**config.mk**
```make
export PLATFORM = sky130hd
export DESIGN_NAME = mac_seq_flat
export DESIGN_NICKNAME = d
export VERILOG_FILES = /design/src/rtl/mac_seq_pkg.sv /design/src/rtl/mac_seq_if.sv /design/src/rtl/mac_seq_fifo.sv /design/src/rtl/mac_seq.sv /design/src/flat_wrapper.sv
export SDC_FILE = /design/constraint.sdc
export NUM_CORES = 2
export LEC_CHECK = 0
export BUFFER_PORTS_ARGS = -buffer_cell sky130_fd_sc_hd__buf_4
export CAP_MARGIN = 5
export CORE_MARGIN = 2
export CORE_UTILIZATION = 30
export DETAILED_ROUTE_END_ITERATION = 10
export SLEW_MARGIN = 0
export SYNTH_ARGS = -nofsm -noshare
export SYNTH_HDL_FRONTEND = slang
export SYNTH_SLANG_ARGS = --single-unit
```
**constraint.sdc**
```tcl
create_clock -name clk -period 19.8 [get_ports clk]
set_input_delay 2.97 -clock clk [delete_from_list [all_inputs] [get_ports clk]]
set_output_delay 2.97 -clock clk [all_outputs]
set_load 0.05 [all_outputs]
```
**src/rtl/mac_seq_pkg.sv**
```systemverilog
// mac_seq_pkg: shared types for the mac_seq streaming multiply-accumulate block.
//   mode_t     - operation selected with operand a
//   state_t    - operand-collection FSM states
//   pipe_rec_t - per-stage control record carried alongside the result data
package mac_seq_pkg;

    typedef enum logic [1:0] {
        MODE_MAD = 2'b00,   // a*b + c
        MODE_MSB = 2'b01,   // a*b - c
        MODE_RSB = 2'b10,   // c - a*b
        MODE_MUL = 2'b11    // a*b, c consumed and ignored
    } mode_t;

    typedef enum logic [1:0] {
        S_A = 2'd0,
        S_B = 2'd1,
        S_C = 2'd2
    } state_t;

    // Data width is a module parameter, so the W-bit result travels in a
    // separate array; this record holds the width-independent part.
    typedef struct packed {
        logic vld;
        logic ovf;
    } pipe_rec_t;

endpackage

```
**src/rtl/mac_seq_if.sv**
```systemverilog
// mac_seq_if: operand stream (in_*), result stream (out_*) and abort pulse.
//   slave  - the mac_seq block
//   master - the producer/consumer driving it
interface mac_seq_if
    import mac_seq_pkg::*;
#(
    parameter int W = 32
);
    logic         in_valid;
    logic         in_ready;
    logic [W-1:0] in_data;
    mode_t        in_mode;
    logic         out_valid;
    logic         out_ready;
    logic [W-1:0] out_data;
    logic         out_ovf;
    logic         err_abort;

    modport slave (
        input  in_valid, in_data, in_mode, out_ready,
        output in_ready, out_valid, out_data, out_ovf, err_abort
    );

    modport master (
        output in_valid, in_data, in_mode, out_ready,
        input  in_ready, out_valid, out_data, out_ovf, err_abort
    );
endinterface

```
**src/rtl/mac_seq_fifo.sv**
```systemverilog
// mac_seq_fifo: synchronous FIFO, power-of-two depth, with occupancy count.
//   clk, rst   - clock, async active-high reset (empties the FIFO)
//   push, din  - write request / data (ignored when full unless popping too)
//   pop        - read request (ignored when empty)
//   dout       - head entry, forced to zero while empty
//   empty      - no entries
//   count      - number of stored entries, 0..DEPTH
module mac_seq_fifo #(
    parameter  int DW    = 33,
    parameter  int DEPTH = 4,
    localparam int AW    = $clog2(DEPTH),
    localparam int CW    = AW + 1
)(
    input  logic          clk,
    input  logic          rst,
    input  logic          push,
    input  logic [DW-1:0] din,
    input  logic          pop,
    output logic [DW-1:0] dout,
    output logic          empty,
    output logic [CW-1:0] count
);
    logic [DW-1:0] mem [DEPTH];
    logic [AW-1:0] wr_ptr, rd_ptr;
    logic          full, do_push, do_pop;

    assign empty   = (count == '0);
    assign full    = (count == CW'(DEPTH));
    assign do_pop  = pop && !empty;
    // A pop in the same cycle frees the slot, so push on full is accepted then.
    assign do_push = push && (!full || do_pop);

    always_ff @(posedge clk) begin
        if (do_push) mem[wr_ptr] <= din;
    end

    always_ff @(posedge clk or posedge rst) begin
        if (rst) begin
            wr_ptr <= '0;
            rd_ptr <= '0;
            count  <= '0;
        end else begin
            if (do_push) wr_ptr <= wr_ptr + AW'(1);
            if (do_pop)  rd_ptr <= rd_ptr + AW'(1);
            count <= count + CW'(do_push) - CW'(do_pop);
        end
    end

    assign dout = empty ? '0 : mem[rd_ptr];
endmodule

```
**src/rtl/mac_seq.sv**
```systemverilog
// mac_seq: collects a, b, c from one valid/ready stream and produces
// a*b+c / a*b-c / c-a*b / a*b (mode sampled with a) through a MUL_STAGES-deep
// pipeline into an output FIFO.
//   clk, rst - clock, async active-high reset
//   bus      - mac_seq_if.slave: in_* operand stream, out_* result stream
//              (out_ovf = exact result < 0 or >= 2^W), err_abort pulse
// in_ready is a credit: results in flight plus FIFO occupancy must stay below
// OFIFO_DEPTH, so the pipeline never needs to stall.
module mac_seq
    import mac_seq_pkg::*;
#(
    parameter int W           = 32,
    parameter int MUL_STAGES  = 2,
    parameter int OFIFO_DEPTH = 4
)(
    input logic      clk,
    input logic      rst,
    mac_seq_if.slave bus
);
    localparam int PRW = 2 * W;
    localparam int PW  = 2 * W + 2;
    localparam int CW  = $clog2(OFIFO_DEPTH) + 1;

    state_t       state, state_nxt;
    logic [W-1:0] a_q, b_q;
    mode_t        mode_q;
    logic         hs, launch, abort, err_q;

    assign hs = bus.in_valid && bus.in_ready;

    // A ready cycle with no operand mid-transaction drops the partial operands.
    always_comb begin
        state_nxt = state;
        launch    = 1'b0;
        abort     = 1'b0;
        case (state)
            S_A: if (hs) state_nxt = S_B;
            S_B, S_C: begin
                if (hs) begin
                    state_nxt = (state == S_B) ? S_C : S_A;
                    launch    = (state == S_C);
                end else if (bus.in_ready) begin
                    state_nxt = S_A;
                    abort     = 1'b1;
                end
            end
            default: state_nxt = S_A;
        endcase
    end

    always_ff @(posedge clk or posedge rst) begin
        if (rst) begin
            state  <= S_A;
            err_q  <= 1'b0;
            a_q    <= '0;
            b_q    <= '0;
            mode_q <= MODE_MAD;
        end else begin
            state <= state_nxt;
            err_q <= abort;
            if (hs && state == S_A) begin
                a_q    <= bus.in_data;
                mode_q <= bus.in_mode;
            end
            if (hs && state == S_B) b_q <= bus.in_data;
        end
    end

    // Full-precision signed result; c arrives live on in_data during the launch.
    logic [PRW-1:0]       prod;
    logic signed [PW-1:0] prod_s, c_s, res;
    logic                 res_ovf;

    always_comb begin
        prod   = PRW'(a_q) * PRW'(b_q);
        prod_s = $signed({2'b00, prod});
        c_s    = $signed({{(W + 2){1'b0}}, bus.in_data});
        res    = prod_s;
        case (mode_q)
            MODE_MAD: res = prod_s + c_s;
            MODE_MSB: res = prod_s - c_s;
            MODE_RSB: res = c_s - prod_s;
            default:  res = prod_s;
        endcase
        res_ovf = res[PW-1] | (|res[PW-2:W]);
    end

    // Result is formed at launch; the remaining stages only delay it so that
    // the FIFO write lands exactly MUL_STAGES edges after the c handshake.
    pipe_rec_t [MUL_STAGES:1]        rec_pipe;
    logic      [MUL_STAGES:1][W-1:0] dat_pipe;

    always_ff @(posedge clk or posedge rst) begin
        if (rst) begin
            rec_pipe <= '0;
            dat_pipe <= '0;
        end else begin
            rec_pipe[1] <= '{vld: launch, ovf: res_ovf};
            dat_pipe[1] <= res[W-1:0];
            for (int s = 2; s <= MUL_STAGES; s++) begin
                rec_pipe[s] <= rec_pipe[s-1];
                dat_pipe[s] <= dat_pipe[s-1];
            end
        end
    end

    logic [CW-1:0] inflight, fifo_cnt;
    logic [W:0]    fifo_dout;
    logic          fifo_empty;

    always_comb begin
        inflight = '0;
        for (int s = 1; s <= MUL_STAGES; s++)
            inflight = inflight + CW'(rec_pipe[s].vld);
    end

    // Only registered state feeds the credit, so in_ready moves on edges only.
    assign bus.in_ready = (inflight + fifo_cnt) < CW'(OFIFO_DEPTH);

    mac_seq_fifo #(
        .DW    (W + 1),
        .DEPTH (OFIFO_DEPTH)
    ) u_fifo (
        .clk   (clk),
        .rst   (rst),
        .push  (rec_pipe[MUL_STAGES].vld),
        .din   ({rec_pipe[MUL_STAGES].ovf, dat_pipe[MUL_STAGES]}),
        .pop   (bus.out_valid && bus.out_ready),
        .dout  (fifo_dout),
        .empty (fifo_empty),
        .count (fifo_cnt)
    );

    assign bus.out_valid = !fifo_empty;
    assign bus.out_data  = fifo_dout[W-1:0];
    assign bus.out_ovf   = fifo_dout[W];
    assign bus.err_abort = err_q;
endmodule

```
**src/flat_wrapper.sv**
```systemverilog
// flat-port wrapper written by rule: the top's interface ports become plain ports
module mac_seq_flat import mac_seq_pkg::*;
#(
    parameter int W           = 32,
    parameter int MUL_STAGES  = 2,
    parameter int OFIFO_DEPTH = 4
)
  (clk, rst, bus_in_valid, bus_in_data, bus_in_mode, bus_out_ready, bus_in_ready, bus_out_valid, bus_out_data, bus_out_ovf, bus_err_abort);
  mac_seq_if #(.W(W)) bus_i ();
  input logic clk;
  input logic rst;
  input wire logic [$bits(bus_i.in_valid)-1:0] bus_in_valid;
  input wire logic [$bits(bus_i.in_data)-1:0] bus_in_data;
  input wire logic [$bits(bus_i.in_mode)-1:0] bus_in_mode;
  input wire logic [$bits(bus_i.out_ready)-1:0] bus_out_ready;
  output wire logic [$bits(bus_i.in_ready)-1:0] bus_in_ready;
  output wire logic [$bits(bus_i.out_valid)-1:0] bus_out_valid;
  output wire logic [$bits(bus_i.out_data)-1:0] bus_out_data;
  output wire logic [$bits(bus_i.out_ovf)-1:0] bus_out_ovf;
  output wire logic [$bits(bus_i.err_abort)-1:0] bus_err_abort;
  assign bus_i.in_valid = bus_in_valid;
  assign bus_i.in_data = bus_in_data;
  assign bus_i.in_mode = bus_in_mode;
  assign bus_i.out_ready = bus_out_ready;
  assign bus_in_ready = bus_i.in_ready;
  assign bus_out_valid = bus_i.out_valid;
  assign bus_out_data = bus_i.out_data;
  assign bus_out_ovf = bus_i.out_ovf;
  assign bus_err_abort = bus_i.err_abort;
  mac_seq #(.W(W), .MUL_STAGES(MUL_STAGES), .OFIFO_DEPTH(OFIFO_DEPTH)) u_core (.clk(clk), .rst(rst), .bus(bus_i));
endmodule
```
==> results list <==
- Fillers: 17440
* Largest net degree at the start of global routing: 68
- Summed over all layers, the routed wires come to 154400 microns.
- Gr ovfl total: 0
- The worst pin sits at a relative slew slack of 13.84%.
* Buffers added on ports: 73
* Remaining antenna violation count: 0
- Via density per instance: 5.061
- For hold timing, the worst endpoint is u_core.dat_pipe[60].
* All-Layer GR Usage: 17.89%
* Min-delay worst type: reg2reg
- Across the run, the number of max-cap violations was 0.
* Worst reg2reg path startpoint: u_core.b_q[2]
- After layout, the worst setup slack is 8.052 ns.
- Counting instances, the worst hold path has a depth of 0.
- Buffers inserted to repair hold after CTS numbered 0.
* Number of enable-type register cells in the synthesized netlist: 132
- Multi-input gate area: 38760 sq um
- Fraction of synthesis flops using an asynchronous set or reset pin: 52.17%
* Final number of hold-violating endpoints: 0
* Most used standard cells in the synthesized netlist: sky130_fd_sc_hd__inv_1, sky130_fd_sc_hd__fa_1, sky130_fd_sc_hd__nand2_1
- TritonCTS built the clock tree.
* DRC: 0
* Cell count after synthesis: 5666
- TritonCTS Sinks: 276
- Minimum clock period: 11.75 ns
- Avg Inst Size Synth: 9.077 sq um
- Counting every net in the synthesized netlist gives 6974.
- In this run the biggest area consumer among cell types represents 35.03% of the synthesized area.
* Effective utilization at floorplan: 30.28%
- Synth unique cells: 99
- Relative to the synthesized area, the layout overhead comes to 7.347%.
* Vias in the first global route: 41470
* Category of the worst setup path launch point: flip-flop
* Cell class contributing the biggest share of worst-path delay: adder cells
- Routability congestion estimate from global placement: 0.9333
- The worst register-to-register path ends at u_core.rec_pipe[0].
- After the first detailed-routing iteration, the DRC count stood at 2807.
* Site row count: 151
- Library cell used as clock root buffer: sky130_fd_sc_hd__clkbuf_16
* Area of all sequential standard cells: 7574 sq um
* Worst min-delay path startpoint: u_core.dat_pipe[28]
- Setup repair after global routing missed its margin: false
- Summing the sequential cell areas from Yosys gives 14.71% of the chip area.
* Routed wirelength normalized by instance count: 19.86 microns
- Register bit count reported by yosys: 276
- The Yosys step of the flow raised 0 warnings.
- Number of primary I/O pins: 74
- Total Negative Setup Slacks: 0 ns
* Share of the core filled with cells: 32.50%
- Among all flip-flop cells after synthesis, the most frequent one is sky130_fd_sc_hd__dfrtp_1.
* Worst-skew pair later-pin latency: 0.57 ns
- Before CTS, the worst setup slack after placement is 8.317 ns.
* Library cell appearing most often on the critical path: sky130_fd_sc_hd__fa_1
- The pre-antenna-repair detailed-routing pass consisted of 6 iterations.
- On the critical path, the stage with the largest delay is an instance of sky130_fd_sc_hd__dfrtp_1.
- Status: finished, final reports clean
* Area of the die: 174800 sq um
* Critical Path End Type: flip-flop
* Worst reg-to-reg setup slack: 8.05 ns
- The clock passes through at most 3 buffers.
* Detailed-route via count: 39350
- Total number of nets in the final design: 6837
- For the worst flop-to-flop path, the logic depth is 31.
- The final-report max-slew violation count came to 0.
- Final Skew: 0.02792 ns
- Of all cell types, the one taking the most synthesized area is sky130_fd_sc_hd__fa_1.
* Horizontal die dimension: 418.0 microns
- CP arrival: 12.17 ns
- After clock tree synthesis, the clock-pin slew on the worst setup and hold paths is 0.06 ns.
- Period utilisation layout: 59.33%
- Most used standard cell by instance count after synthesis: sky130_fd_sc_hd__inv_1
* Transition at the pin with the smallest max-transition slack: 1.292 ns
- Data required time of the worst path: 20.23 ns
- The first global-routing pass estimated 245200 microns of wire.
- Setup violations remaining at the end of the flow were counted as 0.
* Setup Crit Path Kind: reg2reg
- Setup fix buffers added after clock tree synthesis: 0
- Post-Synthesis Cell Area: 51430 sq um
- Summed over all nets, the half-perimeter wirelength after detailed placement is 119800 microns.
- Die height: 418.0 microns
- Post-route cell area: 55210 sq um
- Once placement finished, the instance area stood at 54030 sq um.
- Fraction of final layout cells with drive strength greater than 1: 5.257%
- The H-tree was split into 2 levels.
* Number of buffers created by CTS: 34
- Yosys attributes the largest share of cell area to sky130_fd_sc_hd__fa_1, sky130_fd_sc_hd__ha_1, sky130_fd_sc_hd__edfxtp_1.
- Maximum fanout along the worst path: 33
* Placeable core region: 169800 sq um
- On the worst path, the slowest cell contributes a delay of 1.19 ns.
- Number of cells upsized or downsized after cts: 0
- Worst Path Buf+Inv: 4
- Based on the critical path, the design can be clocked at up to 0.08512 GHz.
- The initial antenna violation count was 4.
final cells by class:
class	instances	share of cell area, %
diodes	3	0.01360
clock buffers	48	1.747
clock inverters	14	0.3672
inverters	1016	6.917
multi-input cells	4054	70.21
flip-flops and latches	276	13.72
well taps	2218	5.027
repair buffers	147	1.999
layer usage:
metal	vias to the layer above	global-route usage, %	routed length [microns]
met5	-	0	23
met4	6	4.571	4294
met3	230	1.900	9121
met2	1183	30.64	75530
met1	20400	24.06	65480
li1	17530	-	-
cell families after synthesis:
kind of cell	count (synthesis)	synth area share [%]
and+or+nand+nor	1837	17.86
buffers and inverters	1336	9.926
xor gates and xnor gates	136	2.316
muxes	55	1.937
adders and majority gates	1270	44.04
DFF	276	14.71
AOI/OAI and AO/OA	756	9.209
state kept, by name, summed over array words and instances, names as in the netlist, 3 cells and up:
signal and cells:
u_core.a_q 32, u_core.b_q 32, u_core.dat_pipe 64, u_core.rec_pipe 4
u_core.u_fifo.count 3, u_core.u_fifo.mem 132
cells in the final DEF, fill, tap and decap left out, types with 31 or more instances in the layout:
cell,instances
sky130_fd_sc_hd__a21oi_1,223
sky130_fd_sc_hd__clkbuf_16,35
sky130_fd_sc_hd__and2_1,542
sky130_fd_sc_hd__mux4_2,35
sky130_fd_sc_hd__fa_1,900
sky130_fd_sc_hd__nand2_1,786
sky130_fd_sc_hd__xor2_1,31
sky130_fd_sc_hd__o21ai_0,209
sky130_fd_sc_hd__edfxtp_1,132
sky130_fd_sc_hd__o21bai_1,35
sky130_fd_sc_hd__nand4_1,51
sky130_fd_sc_hd__ha_1,370
sky130_fd_sc_hd__buf_4,147
sky130_fd_sc_hd__dfrtp_1,139
sky130_fd_sc_hd__nor3_1,58
sky130_fd_sc_hd__xnor2_1,105
sky130_fd_sc_hd__nand3_1,38
sky130_fd_sc_hd__nor2_1,172
sky130_fd_sc_hd__a21o_1,41
sky130_fd_sc_hd__inv_1,1013
stage by stage:
step | std cells | hold WS, ns
after detailed placement | 7711 | 0.3347
after CTS | 7773 | 0.3449
final | 7776 | 0.3415
after global placement | 7711 | 0.3321
after global routing | 7773 | 0.3450
after floorplan | 5666 | 0.3312
how the worst max path moves through the flow:
stage	end	start	slack, ns	depth (start not counted)
after CTS	u_core.rec_pipe[0]	u_core.b_q[7]	8.27	38
final	u_core.rec_pipe[0]	u_core.b_q[2]	8.05	31
after global placement	u_core.rec_pipe[0]	u_core.b_q[2]	8.39	32
after global routing	u_core.rec_pipe[0]	u_core.b_q[7]	7.57	37
after floorplan	u_core.rec_pipe[0]	u_core.a_q[13]	10.28	41
after detailed placement	u_core.rec_pipe[0]	u_core.b_q[7]	8.32	38
Power is not shown: default switching activity piles up to over one toggle a cycle in this logic, so the estimate is an artifact.
